## config.mk

```make
export PLATFORM = sky130hd
export DESIGN_NAME = dm_sched
export DESIGN_NICKNAME = d
export VERILOG_FILES = /design/src/rtl/dm_sched.sv
export SDC_FILE = /design/constraint.sdc
export NUM_CORES = 1
export LEC_CHECK = 0
export CAP_MARGIN = 20
export CORE_MARGIN = 1
export CORE_UTILIZATION = 45
export DETAILED_ROUTE_END_ITERATION = 7
export PLACE_DENSITY = 0.84
export RECOVER_POWER = 100
export SLEW_MARGIN = 30
export SYNTH_ARGS = -nofsm -noshare
export SYNTH_HDL_FRONTEND = slang
export SYNTH_SLANG_ARGS = --single-unit
```

## constraint.sdc

```tcl
create_clock -name clk -period 4.9 [get_ports clk]
set_input_delay 0.49 -clock clk [delete_from_list [all_inputs] [get_ports clk]]
set_output_delay 0.49 -clock clk [all_outputs]
set_load 0.02 [all_outputs]
```

## src/rtl/dm_sched.sv

```systemverilog
// Data-memory scheduler: round-robin write-burst arbiter for four requesters
// plus an independent read sequencer for instruction and shift reads.
module dm_sched #(
    parameter int LEN_W  = 8,
    parameter int INST_W = 24
) (
    input  logic                 clk,
    input  logic                 rst_n,
    input  logic [3:0]           wr_req,
    input  logic [4*LEN_W-1:0]   wr_len,
    output logic [3:0]           wr_gnt,
    output logic                 wea,
    output logic                 web,
    output logic                 wec,
    output logic                 wed,
    output logic                 wr_done,
    input  logic                 rd_valid,
    output logic                 rd_ready,
    input  logic                 rd_shift,
    input  logic [INST_W-1:0]    rd_inst,
    input  logic [LEN_W-1:0]     rd_len,
    output logic                 inst_v,
    output logic [INST_W-1:0]    inst,
    output logic                 shift_v,
    output logic                 rden,
    output logic                 busy
);

    typedef enum logic [1:0] {
        W_IDLE,
        W_BURST,
        W_GAP
    } w_state_e;

    typedef enum logic [1:0] {
        R_IDLE,
        R_SHIFT,
        R_DRAIN
    } r_state_e;

    w_state_e           w_state_q, w_state_d;
    logic [LEN_W-1:0]   w_cnt_q, w_cnt_d;
    logic [1:0]         w_idx_q, w_idx_d;
    logic [1:0]         w_ptr_q, w_ptr_d;

    r_state_e           r_state_q, r_state_d;
    logic [LEN_W-1:0]   r_cnt_q, r_cnt_d;
    logic [1:0]         tail_q, tail_d;
    logic               inst_v_q, inst_v_d;
    logic [INST_W-1:0]  inst_q, inst_d;
    logic               init_q, init_d;

    logic               arb_hit;
    logic [1:0]         arb_idx;
    logic [1:0]         cand;
    logic [LEN_W-1:0]   arb_len;
    logic               w_stb;
    logic [3:0]         strb;
    logic               accept;

    // Search from the pointer upward; the lowest offset wins.
    always_comb begin
        arb_hit = 1'b0;
        arb_idx = w_ptr_q;
        cand    = w_ptr_q;
        for (int k = 3; k >= 0; k--) begin
            cand = w_ptr_q + 2'(k);
            if (wr_req[cand]) begin
                arb_hit = 1'b1;
                arb_idx = cand;
            end
        end
        arb_len = wr_len[int'(arb_idx)*LEN_W +: LEN_W];
    end

    assign w_stb   = (w_state_q == W_BURST) && (w_cnt_q != '0);
    assign wr_gnt  = (w_state_q == W_BURST) ? (4'd1 << w_idx_q) : 4'd0;
    assign strb    = w_stb ? wr_gnt : 4'd0;
    assign wea     = strb[0];
    assign web     = strb[1];
    assign wec     = strb[2];
    assign wed     = strb[3];
    assign wr_done = w_stb && (w_cnt_q == LEN_W'(1));

    // The gap cycle doubles as an arbitration slot, so back-to-back
    // bursts are separated by exactly one all-low cycle.
    always_comb begin
        w_state_d = w_state_q;
        w_cnt_d   = w_cnt_q;
        w_idx_d   = w_idx_q;
        w_ptr_d   = w_ptr_q;
        unique case (w_state_q)
            W_IDLE, W_GAP: begin
                w_state_d = W_IDLE;
                if (arb_hit) begin
                    w_state_d = W_BURST;
                    w_idx_d   = arb_idx;
                    w_ptr_d   = arb_idx + 2'd1;
                    w_cnt_d   = arb_len;
                end
            end
            W_BURST: begin
                if (w_cnt_q == '0) begin
                    w_state_d = W_IDLE;
                end else begin
                    w_cnt_d = w_cnt_q - LEN_W'(1);
                    if (w_cnt_q == LEN_W'(1)) begin
                        w_state_d = W_GAP;
                    end
                end
            end
            default: w_state_d = W_IDLE;
        endcase
    end

    assign rd_ready = init_q && (r_state_q == R_IDLE);
    assign accept   = rd_valid && rd_ready;
    assign shift_v  = (r_state_q == R_SHIFT);
    assign inst_v   = inst_v_q;
    assign inst     = inst_q;
    assign rden     = inst_v_q || shift_v || (tail_q != 2'd0);

    always_comb begin
        r_state_d = r_state_q;
        r_cnt_d   = r_cnt_q;
        inst_v_d  = 1'b0;
        inst_d    = inst_q;
        init_d    = 1'b1;
        tail_d    = 2'd0;
        if (inst_v_q || shift_v) begin
            tail_d = 2'd2;
        end else if (tail_q != 2'd0) begin
            tail_d = tail_q - 2'd1;
        end
        unique case (r_state_q)
            R_IDLE: begin
                if (accept) begin
                    if (!rd_shift) begin
                        inst_v_d = 1'b1;
                        inst_d   = rd_inst;
                    end else if (rd_len != '0) begin
                        r_state_d = R_SHIFT;
                        r_cnt_d   = rd_len;
                    end
                end
            end
            R_SHIFT: begin
                r_cnt_d = r_cnt_q - LEN_W'(1);
                if (r_cnt_q == LEN_W'(1)) begin
                    r_state_d = R_DRAIN;
                    r_cnt_d   = LEN_W'(1);
                end
            end
            R_DRAIN: begin
                if (r_cnt_q == '0) begin
                    r_state_d = R_IDLE;
                end else begin
                    r_cnt_d = r_cnt_q - LEN_W'(1);
                end
            end
            default: r_state_d = R_IDLE;
        endcase
    end

    always_ff @(posedge clk) begin
        if (!rst_n) begin
            w_state_q <= W_IDLE;
            w_cnt_q   <= '0;
            w_idx_q   <= 2'd0;
            w_ptr_q   <= 2'd0;
            r_state_q <= R_IDLE;
            r_cnt_q   <= '0;
            tail_q    <= 2'd0;
            inst_v_q  <= 1'b0;
            inst_q    <= '0;
            init_q    <= 1'b0;
        end else begin
            w_state_q <= w_state_d;
            w_cnt_q   <= w_cnt_d;
            w_idx_q   <= w_idx_d;
            w_ptr_q   <= w_ptr_d;
            r_state_q <= r_state_d;
            r_cnt_q   <= r_cnt_d;
            tail_q    <= tail_d;
            inst_v_q  <= inst_v_d;
            inst_q    <= inst_d;
            init_q    <= init_d;
        end
    end

    assign busy = (w_state_q != W_IDLE) || (r_state_q != R_IDLE)
                || inst_v_q || rden;

endmodule

```

# Yosys cells after proc, flatten, opt, wreduce, memory -nomap -nowiden
# Cells that the tools add are included.
# W data, S select, Z words.
dict set report classes {
  addsub 7
  bitwise_logic 3
  div 0
  muxes 41
  reduce_logical 28
  multipliers 0
  n_lt_le_gt_ge 4
  n_shift 2
  eq_ne 15
}
# cell count
set ops {}
lappend ops {{$mux W8} 7}
lappend ops {{$shiftx A32 B6 Y8} 1}
lappend ops {{$mux W2} 13}
lappend ops {{$pmux W8 S3} 1}
lappend ops {{$eq A8 B1 Y1 const B} 2}
lappend ops {{$logic_not A8 Y1} 2}
lappend ops {{$pmux W8 S2} 1}
lappend ops {{$reduce_bool A8 Y1} 2}
lappend ops {{$sub A8 B1 Y8 const B} 2}
lappend ops {{$lt A2 B3 Y1 const B} 4}
lappend ops {{$ne A2 B2 Y1 const B} 6}
lappend ops {{$mux W1} 11}
lappend ops {{$reduce_and A5 Y1} 2}
lappend ops {{$reduce_and A3 Y1} 3}
lappend ops {{$bmux W1 S2} 4}
lappend ops {{$mux W4} 2}
lappend ops {{$reduce_bool A2 Y1} 4}
lappend ops {{$pmux W2 S3} 1}
lappend ops {{$logic_or A1 B1 Y1} 5}
lappend ops {{$add A2 B1 Y2 const B} 2}
lappend ops {{$add A2 B2 Y2 const B} 2}
lappend ops {{$eq A2 B1 Y1 const B} 2}
lappend ops {{$eq A2 B2 Y1 const B} 2}
lappend ops {{$logic_and A1 B1 Y1} 4}
lappend ops {{11 further kinds} 15}
dict set report totals {
  out_inout_bits 38
  regBits 52
  memories 0
  input_bits 72
  word_cells 111
  latch_bits 0
  rom_bits 0
  ramBits 0
}

# Depth between registers and ports, before layout
# Gate-level depths: netlist (run 1).
dict set report depth {
  word_depth 10
  ltp_mapped 8
  depth_no_buf 7
}

# Least setup slack after synthesis (run 1)
# Ideal clock, no wire load.
dict set report synth_path {
  kind {register to output}
  from {register r_state_q[1]}
  to {output busy}
  stages_incl_launch_ff 5
  path_buffers 0
  required_time_ps 4410
  slack_ps 2442
  t_arrival_ps 1968
  path_cell_list {dfxtp_1 > inv_1 > ha_1 > or4_1 > or4_1}
}
dict set report synth_via {
  elab_chain_len 4
  elab_cells_between_ends 7
  cone_classes {eq/ne (1); reduce/logical (6)}
}
# item line_no
set synth_lines {}
lappend synth_lines {{from (decl)} 46} ;# r_state_e r_state_q, r_state_d;
lappend synth_lines {{from (signal assigned)} 182} ;# r_state_q <= r_state_d;
lappend synth_lines {{$eq A2 B1 Y1} 118} ;# assign shift_v = (r_state_q == R_SHIFT);
lappend synth_lines {{named net shift_v} 24} ;# output logic shift_v,
lappend synth_lines {{$logic_or A1 B1 Y1 (2 in series)} 121} ;# assign rden = inst_v_q || shift_v || (tail_q != 2'd0);
lappend synth_lines {{named net rden} 25} ;# output logic rden,
lappend synth_lines {{$logic_or A1 B1 Y1} 192} ;# || inst_v_q || rden;
lappend synth_lines {{to (decl)} 26} ;# output logic busy
# The timed path passes the listed nets, and every way through them passes these cells.

# Worst setup path after layout (run 1)
dict set report layout_path {
  from {register r_state_q[1]}
  to {output busy}
}
dict set report layout_via {
  elab_chain_len 4
  elab_cells_between_ends 7
  cone_classes {eq/ne (1); reduce/logical (6)}
}
# item line_no
set layout_lines {}
lappend layout_lines {{$eq A2 B1 Y1 or $reduce_bool A2 Y1 (tied branches)} {118, 191}}
lappend layout_lines {{$logic_or A1 B1 Y1 (on tied branches)} {121, 191}}
lappend layout_lines {{$logic_or A1 B1 Y1 (on tied branches)} {121, 192}}
lappend layout_lines {{$logic_or A1 B1 Y1 *} 192}
# Every way passes the cells marked *; elsewhere a longest branch is shown, timed or not.

==> results of run 1 <==
layout by cell type (no fill, tap or decap), types with 2 or more instances in the layout:
| cell type | instances |
|---|---|
| ha_1 | 9 |
| or4_1 | 3 |
| a211oi_1 | 3 |
| clkdlybuf4s50_1 | 70 |
| nor3_1 | 8 |
| nor3b_1 | 3 |
| a21oi_1 | 36 |
| inv_1 | 11 |
| o221ai_1 | 12 |
| xnor2_1 | 3 |
| o21ai_1 | 3 |
| a31oi_1 | 3 |
| nand3_1 | 2 |
| nand3b_1 | 4 |
| dfxtp_1 | 52 |
| nand2b_1 | 5 |
| nand4b_1 | 2 |
| o21a_1 | 2 |
| nor2b_1 | 5 |
| dlygate4sd3_1 | 39 |
| or3_1 | 2 |
| mux2i_1 | 19 |
| clkbuf_8 | 5 |
| or3b_2 | 2 |
| nor4_1 | 9 |
| nor4_2 | 2 |
| nand2_1 | 59 |
| nor2_1 | 27 |
| and2_1 | 2 |
| o211ai_1 | 3 |
| or4_4 | 2 |
| o21ai_0 | 20 |
flip-flops by register name, summed over array words and instances, names as in the netlist:
signal / cells
w_state_q: 2
r_cnt_q: 8
tail_q: 2
w_ptr_q: 2
init_q: 1
r_state_q: 2
w_idx_q: 2
inst_v: 1
inst: 24
w_cnt_q: 8
cell families (layout without fill, tap and decap cells):
logic type	after synthesis	in the layout	synth area share, %
XOR/XNOR	3	3	0.934
AO/OA/AOI/OAI	92	92	20.5
flip-flops	52	52	37.0
buffers and inverters	27	127	4.36
AND/OR/NAND/NOR	144	144	26.4
multiplexers	19	19	6.76
adder cells (fa/ha/maj)	9	9	4.00
worst reg2reg max path, delay by kind of cell (launching register included):
family	cells	cell delay [ps]
adders and majority gates	1	280
AOI/OAI and AO/OA	3	1000
DFF	1	360
buffers and inverters	1	90
and+or+nand+nor	2	620
routing by layer:
metal / up-vias / global-route usage [%] / part of all wire (%)
met5: - / 0 / 0
met4: 0 / 4.29 / 0.94
met3: 7 / 6.74 / 9.7
met2: 119 / 38.2 / 47
met1: 1340 / 27.2 / 42
li1: 1456 / - / -
area by class of cell:
| cell class | instances | area share [%] |
|---|---|---|
| inverters | 11 | 1.03 |
| repair buffers | 109 | 27.3 |
| clock inverters | 2 | 0.408 |
| flip-flops and latches | 52 | 26.1 |
| multi-input cells | 267 | 41.1 |
| clock buffers | 5 | 1.72 |
| well taps | 75 | 2.35 |
per-stage QoR:
step | instance area, um^2 | std cells
final | 3990 | 521
after global routing | 3990 | 521
after CTS | 4000 | 521
after detailed placement | 3920 | 514
after global placement | 3920 | 514
after floorplan | 2820 | 346
report_power, final:
| part | switching (mW) | internal, mW |
|---|---|---|
| logic | 0.384 | 0.340 |
| clock network | 0.142 | 0.0997 |
| registers | 0.0875 | 0.496 |
worst paths after layout:
check / slack [ps] / depth (start not counted) / start / end
worst max register to register: 2390 / 7 / r_state_q[0] / r_cnt_q[2]
worst min register to register: 460 / 2 / inst[3] / inst[3]
worst min-delay path: 460 / 2 / inst[3] / inst[3]
worst max-delay path: 1710 / 5 / r_state_q[1] / busy
==> out/qor.yml, run 1 <==
clk_pin_slew_ps: 90
status: "finished clean"
die_y_um: 81.1
worstSetupPathType: "register to output port"
fin_nets: 527
core-area_um2: 5990
synth_edf_count: 0
relSlewSlack_pct: 28.4
dp_slack_ps: 1980
total_power_mw: 1.55
grt_util_all_layers_pct: 22.1
critPathTopFamily: "simple AND/OR/NAND/NOR gates"
vias: 2922
setup_viol_count_final: 0
route.detailed.drc: 0
yosysWarningCount: 0
numCtsBuffers: 5
grt_antenna_before_repair: 0
yosysTopAreaCell: "dfxtp_1"
wirelength_mm: 7.24
fin_util_pct: 66.6
grt_pass1_vias: 2678
synth_fp_nets: 427
synthCells: 346
seqCellArea_um2: 1040
maxCapViolCount: 0
rsz0062_at_grt: "no"
gp_congestion: 0.942
clk_latency_ps: 300
ys_ff_latch: 52
synth_area_leaders: "dfxtp_1, nand2_1, mux2i_1"
avgSynthCellArea_um2: 8.14
portBuffers: 109
post_drt_wl_per_cell_um: 13.9
fillCellCount: 503
multiInputGateArea_um2: 1640
path_buf_inv: 2
ys_top_cells_by_count: "nand2_1, dfxtp_1, a21oi_1"
cts_tree: "done"
hold_class: "register to register"
power.density_nw_per_um2: 388
hpwl_mm: 5.46
holdWs_ps: 455
crit_top_cell: "or4_1"
h-tree-depth: 2
final_hold_viol_count: 0
max_slew.worst_pin.slew_ps: 1070
yosys_most_used_dff: "dfxtp_1"
synth_cell_types: 52
first_iter_violations: 153
max_freq_mhz: 313
ctsHoldBuffers: 0
die_width_um: 81.1
tns_ps: 0
peakVddDrop_mv: 0.224
cp.arrival_ps: 2700
ioPinCount: 110
synth_top_area_share_pct: 37.0
start_util_pct: 47.0
n_antenna_cell: 0
maxSlewViolCount: 0
syn_area_um2: 2820
path_cells: "inv_1 > ha_1 > or4_1 > or4_1 > dlygate4sd3_1"
cpPeakStageDelay_ps: 670
slowest_stage: "dlygate4sd3_1"
start_kind: "register"
cts_resized: 0
min_period_ps: 3190
grt_max_degree: 37
area_delta_synth_final_pct: 41.8
synthArstFlopShare_pct: 0
finalClockSkew_ps: 2.94
seq_area_frac_synth_pct: 37.0
drive_gt1_share_pct: 3.81
setup_slack_ps: 1710
synth.most_common_cell: "nand2_1"
via_per_inst: 5.61
dieArea_um2: 6580
fin_crit_sh_pct: 65.2
dr.pass1.iters: 4
path_max_fanout: 9
leakage_nw: 1.55
crit_path_end_kind: "output port"
required_ps: 4410
overflow: 0
root_buffer: "clkbuf_8"
grt_pass1_wl_mm: 11.6
num_rows: 28
postCtsSetupRepairBufs: 0
cts_sinks: 52
clockBufferDepth: 2
final_antenna_net_count: 0
Note: power is estimated with default switching activity, not from simulation.
==> inputs of run 2 (changes only) <==
- CORE_UTILIZATION: 45 -> 44
- PLACE_DENSITY: 0.84 -> 0.83
- clock period: 4.9 -> 3.2 ns (I/O delays scaled with it)
==> out/qor.yml, run 2 (synthesis gave the netlist of run 1 again) <==
fillCellCount: 499  # was 503
grt_pass1_wl_mm: 12.0  # was 11.6 mm
max_freq_mhz: 341
gp_congestion: 0.882  # was 0.942
die_y_um: 82.0  # was 81.1 um
wirelength_mm: 7.55  # was 7.24 mm
route.detailed.drc: 0  # unchanged
vias: 2888  # was 2922
leakage_nw: 1.56  # was 1.55 nW
dr.pass1.iters: 5  # was 4
h-tree-depth: 2  # unchanged
layout_commonest_cell: "clkdlybuf4s50_1"  # unchanged
post_drt_wl_per_cell_um: 14.4  # was 13.9 um
core-area_um2: 6060  # was 5990 um^2
root_buffer: "clkbuf_8"  # unchanged
grt_antenna_before_repair: 0  # unchanged
cpPeakStageDelay_ps: 560  # was 670 ps
clock_power_share_pct: 16.7  # was 15.6%
fin_nets: 529  # was 527
grt_pass1_vias: 2755  # was 2678
start_kind: "register"  # unchanged
start_util_pct: 46.4  # was 47.0%
status: "finished clean"  # unchanged
power.density_nw_per_um2: 603  # was 388 nW/um^2
clk_pin_slew_ps: 100  # was 90 ps
place_inst: 516  # was 514
most-common-layout-cells: "clkdlybuf4s50_1, nand2_1, dfxtp_1, dlygate4sd3_1, a21oi_1"  # unchanged
rsz0062_at_grt: "no"  # unchanged
cts_sinks: 52  # unchanged
worstSetupPathType: "register to output port"  # unchanged
min_period_ps: 2940
dieArea_um2: 6720  # was 6580 um^2
path_cells: "inv_1 > ha_1 > or4_1 > or4_1 > clkdlybuf4s50_1"  # was inv_1 > ha_1 > or4_1 > or4_1 > dlygate4sd3_1
n_antenna_cell: 0  # unchanged
hold_class: "register to register"  # unchanged
first_iter_violations: 205  # was 153
postCtsSetupRepairBufs: 0  # unchanged
drive_gt1_share_pct: 4.68  # was 3.81%
path_max_fanout: 9  # unchanged
maxCapViolCount: 0  # unchanged
numCtsBuffers: 5  # unchanged
portBuffers: 109  # unchanged
max_slew.worst_pin.slew_ps: 917  # was 1070 ps
final_hold_viol_count: 0  # unchanged
switching_share_pct: 39.7  # was 39.6%
required_ps: 2880  # was 4410 ps
area_delta_synth_final_pct: 42.8  # was 41.8%
die_width_um: 82.0  # was 81.1 um
hpwl_mm: 5.64  # was 5.46 mm
peakVddDrop_mv: 0.410  # was 0.224 mV
relSlewSlack_pct: 38.7  # was 28.4%
final_cells: 524  # was 521
maxSlewViolCount: 0  # unchanged
cp.arrival_ps: 2620  # was 2700 ps
p_sw_mw: 0.961  # was 0.614 mW
via_per_inst: 5.51  # was 5.61
ctsHoldBuffers: 0  # unchanged
num_rows: 28  # unchanged
slowest_stage: "or4_1"  # was dlygate4sd3_1
ioPinCount: 110  # unchanged
setup_viol_count_final: 0  # unchanged
finalClockSkew_ps: 4.37  # was 2.94 ps
grt_util_all_layers_pct: 22.8  # was 22.1%
fin_crit_sh_pct: 91.7
cts_tree: "done"  # unchanged
crit_path_end_kind: "output port"  # unchanged
tns_ps: 0  # unchanged
path_buf_inv: 2  # unchanged
final_antenna_net_count: 0  # unchanged
crit_top_cell: "or4_1"  # unchanged
clockBufferDepth: 2  # unchanged
clk_latency_ps: 310  # was 300 ps
grt_max_degree: 27  # was 37
critPathTopFamily: "simple AND/OR/NAND/NOR gates"  # unchanged
largest_reg_flops: 24  # unchanged
overflow: 0  # unchanged
p_seq_share_pct: 36.9  # was 37.6%
combPwrFrac_pct: 46.4  # was 46.8%
cts_resized: 0  # unchanged
p_int_mw: 1.46  # was 0.936 mW
## run 2: changes by cell type in the layout (fill, tap and decap cells not counted), sizes merged
cell	delta
clkbuf	+3
clkinv	+1
clkinvlp	+1
inv	-2
## run 2: path summary, 6_finish.rpt
check,startpoint,endpoint,slack (ps),cells past startpoint
setup / recovery,r_state_q[1],busy,260,5
hold / removal,tail_q[0],tail_q[0],450,1
setup reg to reg,r_state_q[0],r_cnt_q[2],730,7
hold reg to reg,tail_q[0],tail_q[0],450,1
## run 2: metal layers
layer / track usage [%] / wire [um]
met2: 40.5 / 3690
met4: 7.19 / 77
met3: 7.56 / 720
met5: 0 / 0
met1: 25.6 / 3070
## run 2: final cells by class
| cell class | instances | area, um^2 | area share, % |
|---|---|---|---|
| Clock buffer | 6 | 82.6 | 2.05 |
| Clock inverter | 2 | 15.0 | 0.374 |
| Inverter | 11 | 41.3 | 1.03 |
| Multi-Input combinational cell | 267 | 1650 | 40.9 |
| Sequential cell | 52 | 1040 | 25.9 |
| Tap cell | 75 | 93.8 | 2.33 |
| Timing Repair Buffer | 111 | 1100 | 27.4 |
## run 2: metrics by stage
step | hold WS, ps | setup WS (ps) | instance area [um^2] | total power [mW] | util, %
after floorplan | 348 | 912 | 2820 | 1.69 | -
after global placement | 427 | 645 | 3930 | 2.01 | 64.9
after detailed placement | 439 | 598 | 3930 | 2.04 | 64.9
after CTS | 455 | 241 | 4030 | 2.45 | 66.5
after global routing | 467 | 160 | 4020 | 2.58 | 66.3
final | 453 | 264 | 4020 | 2.42 | 66.3
## run 2: power by group through the flow
stage	registers, mW	clock network (mW)	logic, mW
floorplan	0.894	0	0.794
global placement	0.900	0	1.11
detailed placement	0.905	0	1.14
CTS	0.891	0.410	1.15
global route	0.915	0.436	1.23
finish	0.894	0.404	1.13
